$ cat config.mk
export PLATFORM = sky130hd
export DESIGN_NAME = dds_phase_gen_flat
export DESIGN_NICKNAME = d
export VERILOG_FILES = /design/src/rtl/dds_phase_gen_if.sv /design/src/rtl/dds_phase_gen.sv /design/src/flat_wrapper.sv
export SDC_FILE = /design/constraint.sdc
export NUM_CORES = 1
export LEC_CHECK = 0
export BUFFER_PORTS_ARGS = -buffer_cell sky130_fd_sc_hd__buf_2
export CORE_MARGIN = 4
export CORE_UTILIZATION = 40
export CTS_BUF_LIST = sky130_fd_sc_hd__clkbuf_8 sky130_fd_sc_hd__clkbuf_16
export CTS_CLUSTER_SIZE = 30
export DETAILED_ROUTE_END_ITERATION = 10
export GPL_ROUTABILITY_DRIVEN = 0
export RECOVER_POWER = 100
export SETUP_SLACK_MARGIN = 0.5
export SLEW_MARGIN = 20
export SYNTH_ARGS = -nofsm -noshare
export SYNTH_HDL_FRONTEND = slang
export SYNTH_SLANG_ARGS = --single-unit
$ cat constraint.sdc
create_clock -name Fg_clk -period 7.2 [get_ports Fg_clk]
set_input_delay 1.44 -clock Fg_clk [delete_from_list [all_inputs] [get_ports Fg_clk]]
set_output_delay 1.44 -clock Fg_clk [all_outputs]
set_load 0.01 [all_outputs]
$ cat src/rtl/dds_phase_gen_if.sv
// Bundles the selector-facing request signals and the phase
// generator outputs so that both ends can share one connection.
interface dds_phase_gen_if #(
    parameter int ACC_W = 32,
    parameter int OUT_W = 10
);
    logic [10:0]      address;
    logic             FreqChng;
    logic             Enable;
    logic [OUT_W-1:0] phase_out;
    logic             wrap;
    logic             busy;
    logic [ACC_W-1:0] ftw;

    // Upstream side: issues frequency requests and the run enable.
    modport master (
        output address, FreqChng, Enable,
        input  phase_out, wrap, busy, ftw
    );

    // Phase generator side.
    modport slave (
        input  address, FreqChng, Enable,
        output phase_out, wrap, busy, ftw
    );
endinterface

$ cat src/rtl/dds_phase_gen.sv
// DDS phase generator: converts a frequency index into a tuning word
// with an 11-step shift-add multiply, then applies it to the phase
// accumulator only when the accumulator wraps, so the generated
// waveform never jumps in phase when the frequency changes.
module dds_phase_gen #(
    parameter int ACC_W  = 32,
    parameter int K_MULT = 429,
    parameter int OUT_W  = 10
) (
    input  logic           Fg_clk,
    input  logic           Reset,
    dds_phase_gen_if.slave bus
);
    localparam int PROD_W = 27;

    typedef enum logic [1:0] {
        IDLE,
        MULT,
        ARM
    } state_t;

    state_t              state_q;
    state_t              state_d;
    logic [10:0]         mcand_q;
    logic [PROD_W-1:0]   prod_q;
    logic [3:0]          bit_cnt_q;
    logic [10:0]         pend_addr_q;
    logic                pend_valid_q;
    logic [ACC_W-1:0]    acc_q;
    logic [ACC_W-1:0]    ftw_q;
    logic                wrap_q;
    logic                busy_q;

    logic                start;
    logic                commit;
    logic                carry;
    logic                commit_ok;
    logic [ACC_W:0]      acc_sum;
    logic [PROD_W-1:0]   k_shifted;

    assign acc_sum   = {1'b0, acc_q} + {1'b0, ftw_q};
    assign carry     = acc_sum[ACC_W];
    assign k_shifted = PROD_W'(K_MULT) << bit_cnt_q;
    // A new word may land when the output is idle, silent, or wrapping.
    assign commit_ok = !bus.Enable || (ftw_q == '0) || carry;

    // Next-state and control decode; a live strobe beats a queued one.
    always_comb begin
        state_d = state_q;
        start   = 1'b0;
        commit  = 1'b0;
        case (state_q)
            IDLE: begin
                if (bus.FreqChng || pend_valid_q) begin
                    start   = 1'b1;
                    state_d = MULT;
                end
            end
            MULT: begin
                if (bit_cnt_q == 4'd10) begin
                    state_d = ARM;
                end
            end
            ARM: begin
                if (commit_ok) begin
                    commit  = 1'b1;
                    state_d = IDLE;
                end
            end
            default: state_d = IDLE;
        endcase
    end

    // State register.
    always_ff @(posedge Fg_clk) begin
        if (Reset) begin
            state_q <= IDLE;
        end else begin
            state_q <= state_d;
        end
    end

    // Shift-add multiplier and the single-entry request queue.
    always_ff @(posedge Fg_clk) begin
        if (Reset) begin
            mcand_q      <= '0;
            prod_q       <= '0;
            bit_cnt_q    <= '0;
            pend_addr_q  <= '0;
            pend_valid_q <= 1'b0;
        end else begin
            if (start) begin
                mcand_q   <= bus.FreqChng ? bus.address : pend_addr_q;
                prod_q    <= '0;
                bit_cnt_q <= '0;
            end else if (state_q == MULT) begin
                if (mcand_q[bit_cnt_q]) begin
                    prod_q <= prod_q + k_shifted;
                end
                bit_cnt_q <= bit_cnt_q + 4'd1;
            end

            if ((state_q != IDLE) && bus.FreqChng) begin
                pend_addr_q  <= bus.address;
                pend_valid_q <= 1'b1;
            end else if (start) begin
                pend_valid_q <= 1'b0;
            end
        end
    end

    // Applied tuning word, replaced only on an allowed commit edge.
    always_ff @(posedge Fg_clk) begin
        if (Reset) begin
            ftw_q <= '0;
        end else if (commit) begin
            ftw_q <= ACC_W'(prod_q);
        end
    end

    // Phase accumulator and its carry-out pulse.
    always_ff @(posedge Fg_clk) begin
        if (Reset) begin
            acc_q  <= '0;
            wrap_q <= 1'b0;
        end else if (bus.Enable) begin
            acc_q  <= acc_sum[ACC_W-1:0];
            wrap_q <= carry;
        end else begin
            acc_q  <= '0;
            wrap_q <= 1'b0;
        end
    end

    // Busy lags the state by one edge so it covers the commit edge.
    always_ff @(posedge Fg_clk) begin
        if (Reset) begin
            busy_q <= 1'b0;
        end else begin
            busy_q <= (state_q != IDLE);
        end
    end

    assign bus.phase_out = acc_q[ACC_W-1 -: OUT_W];
    assign bus.wrap      = wrap_q;
    assign bus.busy      = busy_q;
    assign bus.ftw       = ftw_q;
endmodule

$ cat src/flat_wrapper.sv
// flat-port wrapper written by rule: the top's interface ports become plain ports
module dds_phase_gen_flat 
#(
    parameter int ACC_W  = 32,
    parameter int K_MULT = 429,
    parameter int OUT_W  = 10
)
  (Fg_clk, Reset, bus_address, bus_FreqChng, bus_Enable, bus_phase_out, bus_wrap, bus_busy, bus_ftw);
  dds_phase_gen_if #(.ACC_W(ACC_W), .OUT_W(OUT_W)) bus_i ();
  input  logic Fg_clk;
  input  logic Reset;
  input wire logic [$bits(bus_i.address)-1:0] bus_address;
  input wire logic [$bits(bus_i.FreqChng)-1:0] bus_FreqChng;
  input wire logic [$bits(bus_i.Enable)-1:0] bus_Enable;
  output wire logic [$bits(bus_i.phase_out)-1:0] bus_phase_out;
  output wire logic [$bits(bus_i.wrap)-1:0] bus_wrap;
  output wire logic [$bits(bus_i.busy)-1:0] bus_busy;
  output wire logic [$bits(bus_i.ftw)-1:0] bus_ftw;
  assign bus_i.address = bus_address;
  assign bus_i.FreqChng = bus_FreqChng;
  assign bus_i.Enable = bus_Enable;
  assign bus_phase_out = bus_i.phase_out;
  assign bus_wrap = bus_i.wrap;
  assign bus_busy = bus_i.busy;
  assign bus_ftw = bus_i.ftw;
  dds_phase_gen #(.ACC_W(ACC_W), .K_MULT(K_MULT), .OUT_W(OUT_W)) u_core (.Fg_clk(Fg_clk), .Reset(Reset), .bus(bus_i));
endmodule
Word-level counts from Yosys, hierarchy flattened. Index checks and enable logic that the tools add are counted. W data, S select, Z words.

Bitwise gates (word level): 1. $lt $le $gt $ge: 1. Add/sub/neg operators: 3. Equality and inequality tests: 6. Multiplexer cells: 13. Reduce and logical (&&, ||, !) cells: 13. Shifts and indexed selects: 1.

Operator list (count): $add A32 B27 Y33 (1); $logic_not A32 Y1 (1); $add A27 B27 Y27 (1); $shl A9 B4 Y27 const A (1); $mux W11 (1); $mux W1 (7); $mux W2 (3); $ne A2 B1 Y1 const B (3); $pmux W2 S3 (1); $lt A4 B5 Y1 const B (1); $add A4 B1 Y4 const B (1); $bmux W1 S4 (1); $eq A4 B4 Y1 const B (1); $reduce_bool A2 Y1 (2); $reduce_or A2 Y1 (2); $logic_or A1 B1 Y1 (3); $reduce_and A3 Y1 (1); $eq A2 B1 Y1 const B (1); $eq A2 B2 Y1 const B (1); $logic_not A2 Y1 (1); $reduce_and A2 Y1 (1); $logic_and A1 B1 Y1 (1); $logic_not A1 Y1 (1); $not A1 Y1 (1).

Output and inout port bits: 44. Flip-flop bits (word level): 117. Word-level logic and storage cells: 48. Bits of input ports: 15.

Longest topological paths before layout.
Depth after elaboration: 5. Depth in mapped cells: 16. Depth with buffers taken out: 15.

Worst setup path before layout. OpenSTA, ideal clock, no wires.

Kind: register to register. Start: register u_core.bit_cnt_q[0]. End: register u_core.prod_q[25]. Clock period less this slack: 3.671 ns. Required time: 7.072 ns. Library setup time: 0.128 ns. Cell stages (with the launch flop): 16. Path buffers: 1. Path slack: 3.529 ns. Data arrival time: 3.543 ns. Cells stage by stage: dfxtp_1 clkbuf_1 inv_1 ha_1 a21oi_1 o21ai_0 ha_1 and4_1 and2_1 a211oi_4 o32ai_2 o41ai_4 o21ai_1 a32oi_1 xor2_1 nor2_1.

Cells in the longest elaborated chain, start to end: 3. Elaborated cells between the ends (all ways): 5. Those cells by class: add/sub: 1; shift: 1; mux: 2; reduce/logical: 1.

RTL lines: start, declared (RTL line dds_phase_gen.sv:26) `logic [3:0] bit_cnt_q;`; start signal, assigned (RTL line dds_phase_gen.sv:100) `bit_cnt_q <= bit_cnt_q + 4'd1;`; branches (longest 3 deep; another with $add A27 B27 Y27); end signal, assigned (RTL line dds_phase_gen.sv:98) `prod_q <= prod_q + k_shifted;`; end, declared (RTL line dds_phase_gen.sv:25) `logic [PROD_W-1:0] prod_q;`.

Parallel ways; which one is timed is not known. The select of a mux whose other input is x is not followed. A chain may end at the register's enable or synchronous reset.

Worst setup path in the final report.
Start: register u_core.ftw_q[0] (netlist: u_core.bus.ftw[0]). End: register u_core.ftw_q[20] (netlist: u_core.bus.ftw[20]).

Cells in the longest elaborated chain, start to end: 5. Elaborated cells between the ends (all ways): 6. Those cells by class: add/sub: 1; mux: 2; reduce/logical: 3.

RTL lines: start, declared (RTL line dds_phase_gen.sv:30) `logic [ACC_W-1:0] ftw_q;`; start signal, assigned (RTL line dds_phase_gen.sv:117) `ftw_q <= ACC_W'(prod_q);`; branches (longest 2 deep; another with $add A32 B27 Y33); $logic_or A1 B1 Y1 (*) (RTL line dds_phase_gen.sv:45) `assign commit_ok = !bus.Enable || (ftw_q == '0) || carry;`; $mux W1 (*) (RTL line dds_phase_gen.sv:65) `if (commit_ok) begin`; $mux W1 (*) (RTL line dds_phase_gen.sv:52) `case (state_q)`.

Mark *: on every way between the ends.

==> results.toml <==
[worst_hold_path]
hold_end = "u_core.pend_addr_q[9]"
hp-class = "flop to flop"
worstHoldStart = "u_core.pend_addr_q[9]"
min_path_cells = 2

[yosys]
synth_simple_gate_area_share_pct = 19.0
synth_top_family_by_area = "compound AO/OA/AOI/OAI gates"
synth-edff-count = 0
synth-adder-area-share_pct = 10.9
synthArstFlopShare_pct = 0
ys_types = 65
muxShareOfSynthArea_pct = 7.94
synth-compound-area-share_pct = 19.7
yosysWarnings = 0
synth-seq-area-share_pct = 32.2
ys.flop_type = "dfxtp_1"
syn_area_um2 = 7270
synth_xor_area_share_pct = 5.42
yosys_register_bits = 117
syn_avg_cell_area_um2 = 8.40
postSynthCellCount = 865

[timing]
finalCritPeriodShare_pct = 71.4
final.setup.tns_ns = 0
tightestPinTransition_ns = 2.97
setup_viol = 0
fin_worst_skew_ns = 0.0111
fmax_mhz = 194
whs_ns = 0.453
hold_viol_final = 0
max_slew_margin_pct = -99.6
rsz0062_at_grt = "no"
period_minus_slack_ns = 5.14
slew_viol_final = 118

[layout]
area_growth_pct = 12.3
final_cells = 1137
ff_latch_area_um2 = 2340
fin_util_pct = 45.6
nFillCells = 1823
drive_gt1_share_pct = 7.27
antenna_cells = 0
fin_nets = 972
multiInputGateArea_um2 = 4590

[routing]
wl_met3_um = 567
initialDrtViolationCount = 247
route.detailed.wl_per_inst_um = 14.9
routed_wl_um = 17000
wl_met1_um = 8200
drc = 0
highest-signal-layer = "met4"
vias = 5954
drtAntennaViolNets = 0
dr.pass1.iters = 5
vias_per_cell = 5.24
wl_met2_um = 8000

[floorplan]
die_area_um2 = 20400
io-pin-count = 59
fp.dieH_um = 143
chipWidth_um = 143
design.core.area_um2 = 17900
start_util_pct = 40.6
rows = 49

[worst_setup_path]
crit_required_ns = 7.40
setup.worst_path.class = "flop to flop"
path_max_fanout = 27
path_cells = "ha_1, fa_1, a21o_1, a21oi_1, o211a_1, nor3_1, o2111ai_1, a21oi_1, o21ai_1, mux2i_1, nor2_1"
cp-end-kind = "flop"
r2r_end = "u_core.bus.ftw[20]"
max_stage_delay_ns = 2.23
crit_path_start_kind = "flop"
worstRegToRegCells = 11
critical_path.slowest_cell = "o21ai_1"
r2r_setup_slack_ns = 2.06
crit_arrival_ns = 5.35
r2r_start = "u_core.bus.ftw[0]"
cpMostUsedCell = "a21oi_1"

[cts]
cts_buffers = 17
clkTransAtPathRegs_ns = 0.06
ctsResizeCount = 0
cts_tree = "yes"
cts_buffer_depth = 2
cts_setup_buffers = 0
clock-root-buffer = "clkbuf_16"
clk-insertion-delay-late_ns = 0.42
cts_hold_buf = 0
htreeDepth = 4
cts.sinks = 117

[outcome]
violations = "capacitance limit, slew limit"
outcome = "finished, violations left"

[power]
fin_total_pwr_uw = 1660
pwr-share-clk_pct = 53.6
p_leak_uw = 0.00364
p_sw_uw = 405
p_seq_share_pct = 40.3
p_int_uw = 1250
vdd.ir_drop.worst_mv = 0.245
swShare_pct = 24.4
p_per_area_nw_per_um2 = 203
combPwrFrac_pct = 6.1

[placement]
io_buffers = 53
dp_cells = 1105
place_hpwl_um = 12400

[global_route]
grt_max_degree = 58
grt_pass1_vias = 5721
antenna_found_initial = 0
grt_first_pass_wirelength_um = 28100
groute.usage.overall_pct = 17.0
overflow = 0

[job]
cap_violations = 3
synth_stat cells (3+ instances only):
cell / n / area (µm²)
nand2b_1: 10 / 62.6
nand3_1: 20 / 100
nor3b_1: 3 / 22.5
and2_1: 9 / 56.3
buf_2: 4 / 20.0
a21o_1: 24 / 180
a21oi_1: 67 / 335
ha_1: 60 / 751
o21ai_1: 6 / 30.0
nand2_1: 58 / 218
and3_1: 7 / 43.8
o21ai_0: 29 / 145
dfxtp_1: 117 / 2340
nor4_1: 9 / 56.3
buf_1: 5 / 18.8
mux2i_1: 52 / 521
or3_1: 4 / 25.0
buf_4: 16 / 120
o21bai_1: 10 / 75.1
a31oi_1: 9 / 56.3
xor2_1: 23 / 201
nor3_1: 17 / 85.1
inv_1: 19 / 71.3
clkbuf_1: 25 / 93.8
nand4_1: 9 / 56.3
a21oi_2: 3 / 26.3
nor2_1: 135 / 507
o22ai_1: 4 / 25.0
nor2b_1: 14 / 87.6
a211oi_1: 18 / 135
o21a_1: 8 / 60.1
xnor2_1: 22 / 193
per-stage QoR:
| stage | cell area, µm² | setup WS, ns |
|---|---|---|
| after floorplan | 7280 | 3.53 |
| after global placement | 7620 | 3.25 |
| after detailed placement | 7620 | 3.17 |
| after CTS | 8230 | 3.15 |
| after global routing | 8160 | 1.68 |
| final | 8160 | 2.06 |
cell usage in the layout, fill, tap and decap left out, drive strengths merged, types with 10 or more instances in the layout:
master and n:
xor2 23, nand2 58, inv 24, ha 60, clkbuf 59, dfxtp 117
nor3 17, a21o 24, a211oi 21, xnor2 22, mux2i 52, nor2 135
nor2b 14, and2 10, buf 18, o21ai 36, a21oi 70, nand3 20
nand2b 10, o21bai 10
worst max path at each step:
stage	start	to	slack, ns	cells after the start
after floorplan	u_core.bit_cnt_q[0]	u_core.prod_q[25]	3.53	15
after global placement	u_core.bit_cnt_q[0]	u_core.prod_q[25]	3.25	14
after detailed placement	u_core.bit_cnt_q[0]	u_core.prod_q[25]	3.17	14
after CTS	u_core.bit_cnt_q[0]	u_core.prod_q[25]	3.15	14
after global routing	u_core.bus.ftw[0]	u_core.bus.ftw[8]	1.68	11
final	u_core.bus.ftw[0]	u_core.bus.ftw[20]	2.06	11
routing by layer:
layer	global-route usage, %	vias to the layer above
met2	27.9	74
met4	4.75	0
met5	0	-
met3	4.29	16
li1	-	3145
met1	22.3	2719
registers in the layout (all words and copies together) (netlist names):
| signal | cells |
|---|---|
| u_core.acc_q | 32 |
| u_core.bit_cnt_q | 4 |
| u_core.bus.busy | 1 |
| u_core.bus.ftw | 27 |
| u_core.bus.wrap | 1 |
| u_core.mcand_q | 11 |
| u_core.pend_addr_q | 11 |
| u_core.pend_valid_q | 1 |
| u_core.prod_q | 27 |
| u_core.state_q | 2 |
logic make-up (layout without fill, tap and decap cells):
| kind of cell | after synthesis | in the layout |
|---|---|---|
| other | 1 | 5 |
| adder cells (fa/ha/maj) | 62 | 62 |
| AND/OR/NAND/NOR | 303 | 303 |
| XOR/XNOR | 45 | 45 |
| buffers and inverters | 71 | 110 |
| flip-flops | 117 | 117 |
| AO/OA/AOI/OAI | 211 | 211 |
| multiplexers | 55 | 55 |
critical path: cells and delay by family, from the launching register on:
kind	cells	cell delay, ns
AO/OA/AOI/OAI	6	3.33
adder cells (fa/ha/maj)	2	0.68
multiplexers	1	0.37
flip-flops	1	0.36
AND/OR/NAND/NOR	2	0.19
area by class of cell:
type | instances | share of cell area [%]
well taps | 229 | 3.51
clock buffers | 18 | 5.38
repair buffers | 59 | 3.11
flip-flops and latches | 117 | 28.7
inverters | 19 | 0.874
clock inverters | 14 | 2.13
multi-input cells | 681 | 56.3
power by group through the flow:
| stage | clock network (µW) | registers [µW] | logic, µW |
|---|---|---|---|
| after floorplan | 0 | 679 | 78.5 |
| after global placement | 0 | 683 | 102 |
| after detailed placement | 0 | 683 | 102 |
| after CTS | 912 | 668 | 102 |
| after global routing | 943 | 670 | 113 |
| final | 888 | 668 | 101 |
(Power assumes the default switching activity.)
